<file path="src/rtl/dds_voice_sched_pkg.sv">
// Shared types for the DDS voice scheduler: scheduler state and the config write record
// (the record is also used by the host-interface block).
package dds_voice_sched_pkg;

  localparam int DDS_N      = 14;
  localparam int DDS_VOICES = 4;
  localparam int DDS_VW     = $clog2(DDS_VOICES);

  typedef enum logic {
    ST_IDLE = 1'b0,
    ST_RUN  = 1'b1
  } sched_state_e;

  typedef struct packed {
    logic [DDS_VW-1:0] voice;
    logic [DDS_N-1:0]  ftw;
    logic              gate;
    logic              clr;
  } cfg_rec_t;

endpackage

</file>
<file path="src/rtl/dds_voice_sched_voice_regfile.sv">
// Per-voice tuning word, gate and phase storage with one accumulate port and one config
// write port; the scheduler guarantees the two never target the same voice in a cycle.
module dds_voice_sched_voice_regfile
  import dds_voice_sched_pkg::*;
#(
  parameter  int N      = DDS_N,
  parameter  int VOICES = DDS_VOICES,
  localparam int VW     = $clog2(VOICES)
) (
  input  logic          clk,
  input  logic          rst,
  input  logic          acc_en_i,
  input  logic [VW-1:0] acc_slot_i,
  output logic          acc_gate_o,
  output logic [N-1:0]  acc_phase_o,
  input  logic          wr_en_i,
  input  cfg_rec_t      wr_rec_i
);

  logic [N-1:0]      ftw_q   [VOICES];
  logic [N-1:0]      phase_q [VOICES];
  logic [VOICES-1:0] gate_q;

  // Phase is an unsigned modulo-2^N accumulator: the carry out is simply dropped.
  function automatic logic [N-1:0] phase_add(input logic [N-1:0] a, input logic [N-1:0] b);
    return a + b;
  endfunction

  assign acc_gate_o  = gate_q[acc_slot_i];
  assign acc_phase_o = phase_add(phase_q[acc_slot_i], ftw_q[acc_slot_i]);

  always_ff @(posedge clk or posedge rst) begin
    if (rst) begin
      for (int i = 0; i < VOICES; i++) begin
        ftw_q[i]   <= '0;
        phase_q[i] <= '0;
      end
      gate_q <= '0;
    end else begin
      if (acc_en_i && gate_q[acc_slot_i]) begin
        phase_q[acc_slot_i] <= acc_phase_o;
      end
      if (wr_en_i) begin
        ftw_q[wr_rec_i.voice]  <= wr_rec_i.ftw;
        gate_q[wr_rec_i.voice] <= wr_rec_i.gate;
        if (wr_rec_i.clr) begin
          phase_q[wr_rec_i.voice] <= '0;
        end
      end
    end
  end

endmodule

</file>
<file path="src/rtl/dds_voice_sched.sv">
// Round-robin scheduler sharing one phase accumulator across VOICES DDS voices, with a
// one-entry config buffer that waits whenever its target voice is the one being serviced.
module dds_voice_sched
  import dds_voice_sched_pkg::*;
#(
  parameter  int N      = DDS_N,
  parameter  int VOICES = DDS_VOICES,
  localparam int VW     = $clog2(VOICES)
) (
  input  logic          clk,
  input  logic          rst,
  input  logic          run,
  input  logic          cfg_valid,
  output logic          cfg_ready,
  input  logic [VW-1:0] cfg_voice,
  input  logic [N-1:0]  cfg_ftw,
  input  logic          cfg_gate,
  input  logic          cfg_clr,
  output logic [N-1:0]  phase_out,
  output logic [VW-1:0] phase_voice,
  output logic          phase_valid,
  output logic          frame_strobe
);

  localparam logic [VW-1:0] LAST_SLOT = VW'(VOICES - 1);

  sched_state_e  state_q;
  logic [VW-1:0] slot_q;
  logic [N-1:0]  phase_out_q;
  logic [VW-1:0] phase_voice_q;
  logic          phase_valid_q;
  logic          frame_strobe_q;

  cfg_rec_t      buf_q, buf_d;
  logic          buf_full_q, buf_full_d;

  logic          servicing;
  logic          cfg_accept;
  logic          cfg_apply;
  logic          acc_gate;
  logic [N-1:0]  acc_phase;

  assign servicing  = (state_q == ST_RUN);
  assign cfg_accept = cfg_valid && !buf_full_q;
  // Holding the write while its voice is in the accumulator removes any same-cycle conflict.
  assign cfg_apply  = buf_full_q && (!servicing || (slot_q != buf_q.voice));

  always_comb begin
    buf_d      = buf_q;
    buf_full_d = buf_full_q;
    if (cfg_apply) begin
      buf_full_d = 1'b0;
    end
    if (cfg_accept) begin
      buf_d.voice = cfg_voice;
      buf_d.ftw   = cfg_ftw;
      buf_d.gate  = cfg_gate;
      buf_d.clr   = cfg_clr;
      buf_full_d  = 1'b1;
    end
  end

  always_ff @(posedge clk or posedge rst) begin
    if (rst) begin
      buf_q      <= '0;
      buf_full_q <= 1'b0;
    end else begin
      buf_q      <= buf_d;
      buf_full_q <= buf_full_d;
    end
  end

  always_ff @(posedge clk or posedge rst) begin
    if (rst) begin
      state_q        <= ST_IDLE;
      slot_q         <= '0;
      phase_out_q    <= '0;
      phase_voice_q  <= '0;
      phase_valid_q  <= 1'b0;
      frame_strobe_q <= 1'b0;
    end else begin
      phase_valid_q  <= 1'b0;
      frame_strobe_q <= 1'b0;
      case (state_q)
        ST_IDLE: begin
          slot_q <= '0;
          if (run) begin
            state_q <= ST_RUN;
          end
        end
        ST_RUN: begin
          phase_voice_q <= slot_q;
          phase_valid_q <= acc_gate;
          if (acc_gate) begin
            phase_out_q <= acc_phase;
          end
          // run is only sampled at the frame boundary so a frame is never cut short.
          if (slot_q == LAST_SLOT) begin
            frame_strobe_q <= 1'b1;
            slot_q         <= '0;
            if (!run) begin
              state_q <= ST_IDLE;
            end
          end else begin
            slot_q <= slot_q + 1'b1;
          end
        end
        default: state_q <= ST_IDLE;
      endcase
    end
  end

  dds_voice_sched_voice_regfile #(
    .N      (N),
    .VOICES (VOICES)
  ) u_regfile (
    .clk         (clk),
    .rst         (rst),
    .acc_en_i    (servicing),
    .acc_slot_i  (slot_q),
    .acc_gate_o  (acc_gate),
    .acc_phase_o (acc_phase),
    .wr_en_i     (cfg_apply),
    .wr_rec_i    (buf_q)
  );

  assign cfg_ready    = !buf_full_q;
  assign phase_out    = phase_out_q;
  assign phase_voice  = phase_voice_q;
  assign phase_valid  = phase_valid_q;
  assign frame_strobe = frame_strobe_q;

endmodule

</file>
<file path="config.mk">
export PLATFORM = sky130hd
export DESIGN_NAME = dds_voice_sched
export DESIGN_NICKNAME = d
export VERILOG_FILES = /design/src/rtl/dds_voice_sched_pkg.sv /design/src/rtl/dds_voice_sched_voice_regfile.sv /design/src/rtl/dds_voice_sched.sv
export SDC_FILE = /design/constraint.sdc
export NUM_CORES = 1
export LEC_CHECK = 0
export CORE_ASPECT_RATIO = 1.2
export CORE_MARGIN = 8
export CORE_UTILIZATION = 58
export CTS_BUF_LIST = sky130_fd_sc_hd__clkbuf_4
export CTS_CLUSTER_SIZE = 14
export DETAILED_ROUTE_END_ITERATION = 7
export DONT_BUFFER_PORTS = 1
export GPL_TIMING_DRIVEN = 0
export PLACE_DENSITY = 0.76
export SETUP_SLACK_MARGIN = 0.3
export SLEW_MARGIN = 20
export SYNTH_ARGS = -nofsm -noshare
export SYNTH_HDL_FRONTEND = slang
export SYNTH_SLANG_ARGS = --single-unit
</file>
<file path="constraint.sdc">
create_clock -name clk -period 4.2 [get_ports clk]
set_input_delay 0.21 -clock clk [delete_from_list [all_inputs] [get_ports clk]]
set_output_delay 0.21 -clock clk [all_outputs]
set_load 0.05 [all_outputs]
</file>
==> impl_metrics.py, run 1 <==
metrics = {
    "run_status": {
        "run_status": "complete, no violations",
    },
    "worst_setup_path": {
        "reg2reg_to": "u_regfile.phase_q[12]$_DFF_PP0_",
        "criticalPathCategory": "reg2reg",
        "slowest_cell_on_the_critical_path": "a311oi_2",
        "path_cells": "buf_2 > buf_2 > buf_2 > mux4_2 > ha_1 > a2111o_1 > o21ai_2 > o31ai_1 > a311oi_2 > o31ai_1",
        "path_common_cell": "buf_2",
        "critical_path_launch_point_type": "flop",
        "crit_path_max_fanout": 10,
        "worst_ep_arrival_time_ps": 4050,
        "worst-endpoint-required_ps": 4590,
        "critical-path-top-delay-family": "compound AO/OA/AOI/OAI gates",
        "timing.critical_path.buf_inv": 3,
        "critical_path.reg2reg.startpoint": "slot_q[1]$_DFF_PP0_",
        "crit_cells": 10,
        "crit_path_max_incr_delay_ps": 450,
        "r2r.worst_path.cells": 10,
        "reg2reg_setup_slack_ps": 540,
        "critical_path.endpoint_type": "flop",
    },
    "sta": {
        "final-setup-viol-count": 0,
        "worst_clock_skew_ps": 23.06,
        "timing_max_transition_violations_final": 0,
        "setup-tns-final_ps": 0,
        "number_of_failing_hold_endpoints_at_the_final_stage": 0,
        "timing.final.crit_share": 0.8718,
        "rsz0062_at_grt": "false",
        "achievable-frequency_mhz": 273.1,
        "slew_headroom": 0.4496,
        "final_critical_path_time_including_i_o_delays_and_setup_ps": 3662,
        "tightestPinTransition_ps": 821.7,
    },
    "yosys": {
        "mappedNetlistArea_um2": 7421,
        "dominantRegCellSynth": "dfrtp_1",
        "netlist-cell-type-count": 48,
        "synth-seq-cells": 156,
        "synthDominantCellAreaShare": 0.5260,
        "synth-seq-area-share": 0.5260,
        "synth_edf_count": 0,
        "post-synth-top-area-cell": "dfrtp_1",
        "synth_warnings": 0,
        "synth_area_leaders": "dfrtp_1 53%, mux2_2 12%, mux4_2 7.0%",
        "proportion_of_register_bits_with_asynchronous_set_or_reset_after_synthesis": 1.000,
        "syn-num-nets": 641,
        "syn-mean-instance-area_um2": 12.35,
        "post_synth_inst_count": 601,
    },
    "layout": {
        "fillers": 934,
        "commonest_non_fill_non_tap_cell_in_the_layout": "dfrtp_1",
        "fin_nets": 685,
        "final_design_area_no_fill_um2": 8198,
        "top_library_cells_by_usage_in_the_layout_fill_and_taps_aside": "156 x dfrtp_1, 81 x mux2_2, 73 x nand2_1",
        "multi_input_gate_area_um2": 3334,
        "seqCellArea_um2": 3904,
        "area_growth_pct": 10.47,
        "post_route_cells_drive_above_1_share": 0.2588,
    },
    "global_route": {
        "grt_overflow": 0,
        "grt_first_pass_wirelength_um": 26820,
        "antenna_violations_before_repair": 1,
        "first_global_vias": 5031,
        "global_route.usage.total": 0.2030,
        "grt_max_degree": 38,
    },
    "route": {
        "wl_per_cell_um": 20.00,
        "detail_route.first_pass.iterations": 4,
        "dr.first_iter.drc_count": 287,
        "drt-total-wl_um": 16440,
        "antenna_violating_nets_post_route": 0,
        "average_vias_per_placed_instance": 6.092,
        "drc_viols": 0,
        "overall_via_count_from_detail_route": 5008,
    },
    "place": {
        "post_dp_cell_area_um2": 7745,
        "dpl.hpwl_um": 11820,
        "placement.io_buffers": 0,
        "place.gp.congestion": 0.8274,
    },
    "floorplanning": {
        "floorplan.rows": 45,
        "die_width_um": 119.3,
        "initial_standard_cell_utilization_of_the_core": 0.5910,
        "top_level_ports": 41,
        "die_height_um": 139.9,
        "coreArea_um2": 12560,
        "die_area_um2": 16690,
    },
    "cts": {
        "clockRootBuffer": "clkbuf_4",
        "clock_tree.htree_level_count": 4,
        "tritoncts_buffers": 17,
        "clock_sink_count": 156,
        "path_clk_slew_ps": 130,
        "cts_tree": "built",
        "clk_latency_ps": 530,
        "cts.path.max_buffers": 2,
    },
    "min_path": {
        "hp_class": "in2async",
    },
    "job": {
        "maximum_capacitance_violations": 0,
    },
}
-- synthesized netlist by cell type (8+ instances only) --
cell type and n:
a211oi_1 12, a21oi_1 33, a22o_1 16, buf_2 16, dfrtp_1 156, ha_1 17, inv_1 11, mux2_2 81
mux4_2 23, nand2_1 73, nor2_1 43, o21ai_0 16, xor2_1 8
-- cell type report --
| type | instances | share of cell area |
|---|---|---|
| clock inverters | 13 | 0.01267 |
| repair buffers | 25 | 0.03846 |
| multi-input cells | 403 | 0.4067 |
| flip-flops and latches | 156 | 0.4762 |
| diodes | 1 | 0.0003053 |
| clock buffers | 18 | 0.01648 |
| well taps | 164 | 0.02503 |
| inverters | 13 | 0.006716 |
| plain buffers | 29 | 0.01740 |
-- state kept, by name, indices dropped and copies added (netlist names), 2 cells and up --
name               count
buf_q                 18
phase_out             14
phase_voice            2
slot_q                 2
u_regfile.ftw_q       56
u_regfile.gate_q       4
u_regfile.phase_q     56
-- metrics by stage --
stage / instances / utilization / setup slack [ps] / hold slack (ps)
finish: 822 / 0.6529 / 538.4 / 179.8
global route: 822 / 0.6529 / 368.3 / 179.8
CTS: 821 / 0.6531 / 423.0 / 167.3
detailed placement: 770 / 0.6168 / -163.1 / 147.8
global placement: 765 / 0.6077 / -48.90 / 303.4
floorplan: 601 / - / 804.1 / 302.3
-- kinds of logic after synthesis --
kind of cell	count (synthesis)	synth area share
simple gates	145	0.08211
fa+ha+maj	18	0.03136
flops	156	0.5260
mux	115	0.2163
xor+xnor	15	0.01770
compound gates	110	0.1010
buf+inv	42	0.02546
-- per-layer routing --
| layer | up-vias | share of wire | global-route usage |
|---|---|---|---|
| li1 | 2259 | - | - |
| met1 | 2558 | 0.41 | 0.2508 |
| met2 | 164 | 0.52 | 0.3484 |
| met3 | 27 | 0.061 | 0.04142 |
| met4 | 0 | 0.015 | 0.06538 |
| met5 | - | 0 | 0 |
-- repair_timing --
action                                  in CTS  in global routing
hold buffers                                20                  0
gates resized for setup                      5                  3
hold endpoints to repair                   117                  0
endpoints found under the setup margin      25                 13
buffers inserted                             0                  0
-- how the worst max path moves through the flow --
stage                        startpoint                               to
finish              slot_q[1]$_DFF_PP0_  u_regfile.phase_q[12]$_DFF_PP0_
floorplan           slot_q[0]$_DFF_PP0_  u_regfile.phase_q[12]$_DFF_PP0_
detailed placement  slot_q[1]$_DFF_PP0_  u_regfile.phase_q[12]$_DFF_PP0_
CTS                 slot_q[0]$_DFF_PP0_  u_regfile.phase_q[12]$_DFF_PP0_
global placement    slot_q[1]$_DFF_PP0_  u_regfile.phase_q[12]$_DFF_PP0_
global route        slot_q[1]$_DFF_PP0_        phase_out[11]$_DFFE_PP0P_
Power of run 1 is left out: the tool's default activity adds up to more than one toggle a clock period on the data nets, which glitch-free logic cannot reach.
==> inputs of run 2 (changes only) <==
- REMOVE_ABC_BUFFERS: unset -> 1
==> run 2 against run 1 <==
Net effect: maximum frequency increased by 0.75%; cell area decreased by 0.73%; non-clock buffer count decreased by 30; routed wire length decreased by 4.7%; highest routed layer unchanged; worst hold slack got worse by 67 ps; clock skew decreased by 1.9 ps; count of clock-buffer cells in the layout decreased by 1; register-to-register slack improved by 30 ps; global-route usage decreased by 0.050 points; first-iteration DRC count increased by 11%.
==> impl_metrics.py, run 2 (same netlist as run 1, synthesis figures left out) <==
metrics = {
    "run_status": {
        "run_status": "complete, no violations",
    },
    "cts": {
        "tritoncts_buffers": 17,
        "clk_latency_ps": 580,
        "cts-hold-fix-buffers": 20,
        "cts.path.max_buffers": 2,
        "clock_sink_count": 156,
        "clockRootBuffer": "clkbuf_4",
        "path_clk_slew_ps": 130,
        "cts_post_setup_buffers_inserted": 0,
        "cts_resized": 0,
        "cts_tree": "built",
        "clock_tree.htree_level_count": 4,
    },
    "sta": {
        "achievable-frequency_mhz": 275.2,
        "tightestPinTransition_ps": 1142,
        "number_of_failing_hold_endpoints_at_the_final_stage": 0,
        "final-setup-viol-count": 0,
        "timing.final.crit_share": 0.8653,
        "rsz0062_at_grt": "false",
        "worst_clock_skew_ps": 21.13,
        "slew_headroom": 0.2385,
        "setup-tns-final_ps": 0,
        "final_critical_path_time_including_i_o_delays_and_setup_ps": 3634,
        "timing_max_transition_violations_final": 0,
    },
    "worst_setup_path": {
        "worst_ep_arrival_time_ps": 4070,
        "criticalPathCategory": "reg2reg",
        "worst-endpoint-required_ps": 4630,
        "crit_path_max_fanout": 19,
        "critical_path.reg2reg.startpoint": "slot_q[0]$_DFF_PP0_",
        "critical_path.endpoint_type": "flop",
        "worstSetupStartpoint": "slot_q[0]$_DFF_PP0_",
        "critical_path_launch_point_type": "flop",
    },
    "route": {
        "antenna_violating_nets_post_route": 0,
        "drt-total-wl_um": 15670,
        "dr.first_iter.drc_count": 320,
        "average_vias_per_placed_instance": 6.044,
        "overall_via_count_from_detail_route": 4793,
        "drc_viols": 0,
        "wl_per_cell_um": 19.76,
        "detail_route.first_pass.iterations": 5,
    },
    "layout": {
        "top_library_cells_by_usage_in_the_layout_fill_and_taps_aside": "154 x dfrtp_1, 81 x mux2_2, 73 x nand2_1",
        "fillers": 975,
        "reg.largest.list": "u_regfile.ftw_q (56), u_regfile.phase_q (56), buf_q (18)",
        "layout.cells.non_filler": 793,
        "commonest_non_fill_non_tap_cell_in_the_layout": "dfrtp_1",
        "fin_nets": 655,
        "post_route_cells_drive_above_1_share": 0.2404,
        "area_growth_pct": 9.661,
    },
    "min_path": {
        "hold_path.startpoint": "cfg_valid",
        "hp_class": "in2reg",
    },
    "global_route": {
        "grt_max_degree": 99,
        "antenna_violations_before_repair": 1,
        "first_global_vias": 5174,
        "grt_overflow": 0,
        "grt_first_pass_wirelength_um": 26440,
        "global_route.usage.total": 0.2025,
    },
    "floorplanning": {
        "die_height_um": 139.9,
        "floorplan.rows": 45,
        "coreArea_um2": 12560,
        "initial_standard_cell_utilization_of_the_core": 0.5910,
        "top_level_ports": 41,
        "die_width_um": 119.3,
        "die_area_um2": 16690,
    },
    "place": {
        "post-place-cells": 740,
        "dpl.hpwl_um": 10650,
        "placement.io_buffers": 0,
        "place.gp.congestion": 0.8624,
    },
    "job": {
        "maximum_capacitance_violations": 0,
    },
}
## run 2: per-layer routing
layer | track usage | vias up | wire (µm)
met2 | 0.3366 | 126 | 8151
met1 | 0.2429 | 2423 | 6163
met5 | 0 | - | 0
met3 | 0.05468 | 27 | 1029
li1 | - | 2217 | -
met4 | 0.08672 | 0 | 322
## run 2: stage by stage
step | worst slack (ps) | instance area (µm²) | hold WS, ps | util
after floorplan | -216.5 | 7283 | 302.3 | -
after global placement | -1540 | 7488 | 305.6 | 0.5964
after detailed placement | 590.1 | 7614 | 106.1 | 0.6064
after CTS | 563.4 | 8135 | 71.56 | 0.6479
after global routing | 322.0 | 8138 | 77.83 | 0.6481
final | 565.7 | 8138 | 112.6 | 0.6481
## run 2: path summary, 6_finish.rpt
check | cells after the start | to | slack [ps]
max reg2reg | 11 | u_regfile.phase_q[26]$_DFF_PP0_ | 570
min | 2 | buf_full_q$_DFFE_PP0P_ | 110
max in group asynchronous | 3 | slot_q[1]$_DFF_PP0_ | 3250
min in group asynchronous | 2 | u_regfile.phase_q[14]$_DFF_PP0_ | 140
max | 11 | u_regfile.phase_q[26]$_DFF_PP0_ | 570
min reg2reg | 2 | u_regfile.phase_q[12]$_DFF_PP0_ | 500
## run 2: final cells by class
cell class,count,area [µm²],share of cell area
Clock inverter,15,193.9,0.02383
Multi-Input combinational cell,403,3357,0.4125
Sequential cell,156,3906,0.4800
Clock buffer,17,127.6,0.01568
Timing Repair Buffer,24,286.5,0.03521
Antenna cell,1,2.502,0.0003075
Inverter,13,58.81,0.007226
Tap cell,164,205.2,0.02522
## run 2: critical path: stages, from the launching register on
cell,delay (ps)
dfrtp_2,690
buf_12,270
mux4_1,580
ha_1,250
inv_1,80
fa_1,190
nand2b_1,140
a21oi_1,110
o21ai_2,280
o31ai_1,120
a311oi_1,600
o31ai_1,180
Power of run 2 is left out for the same reason.
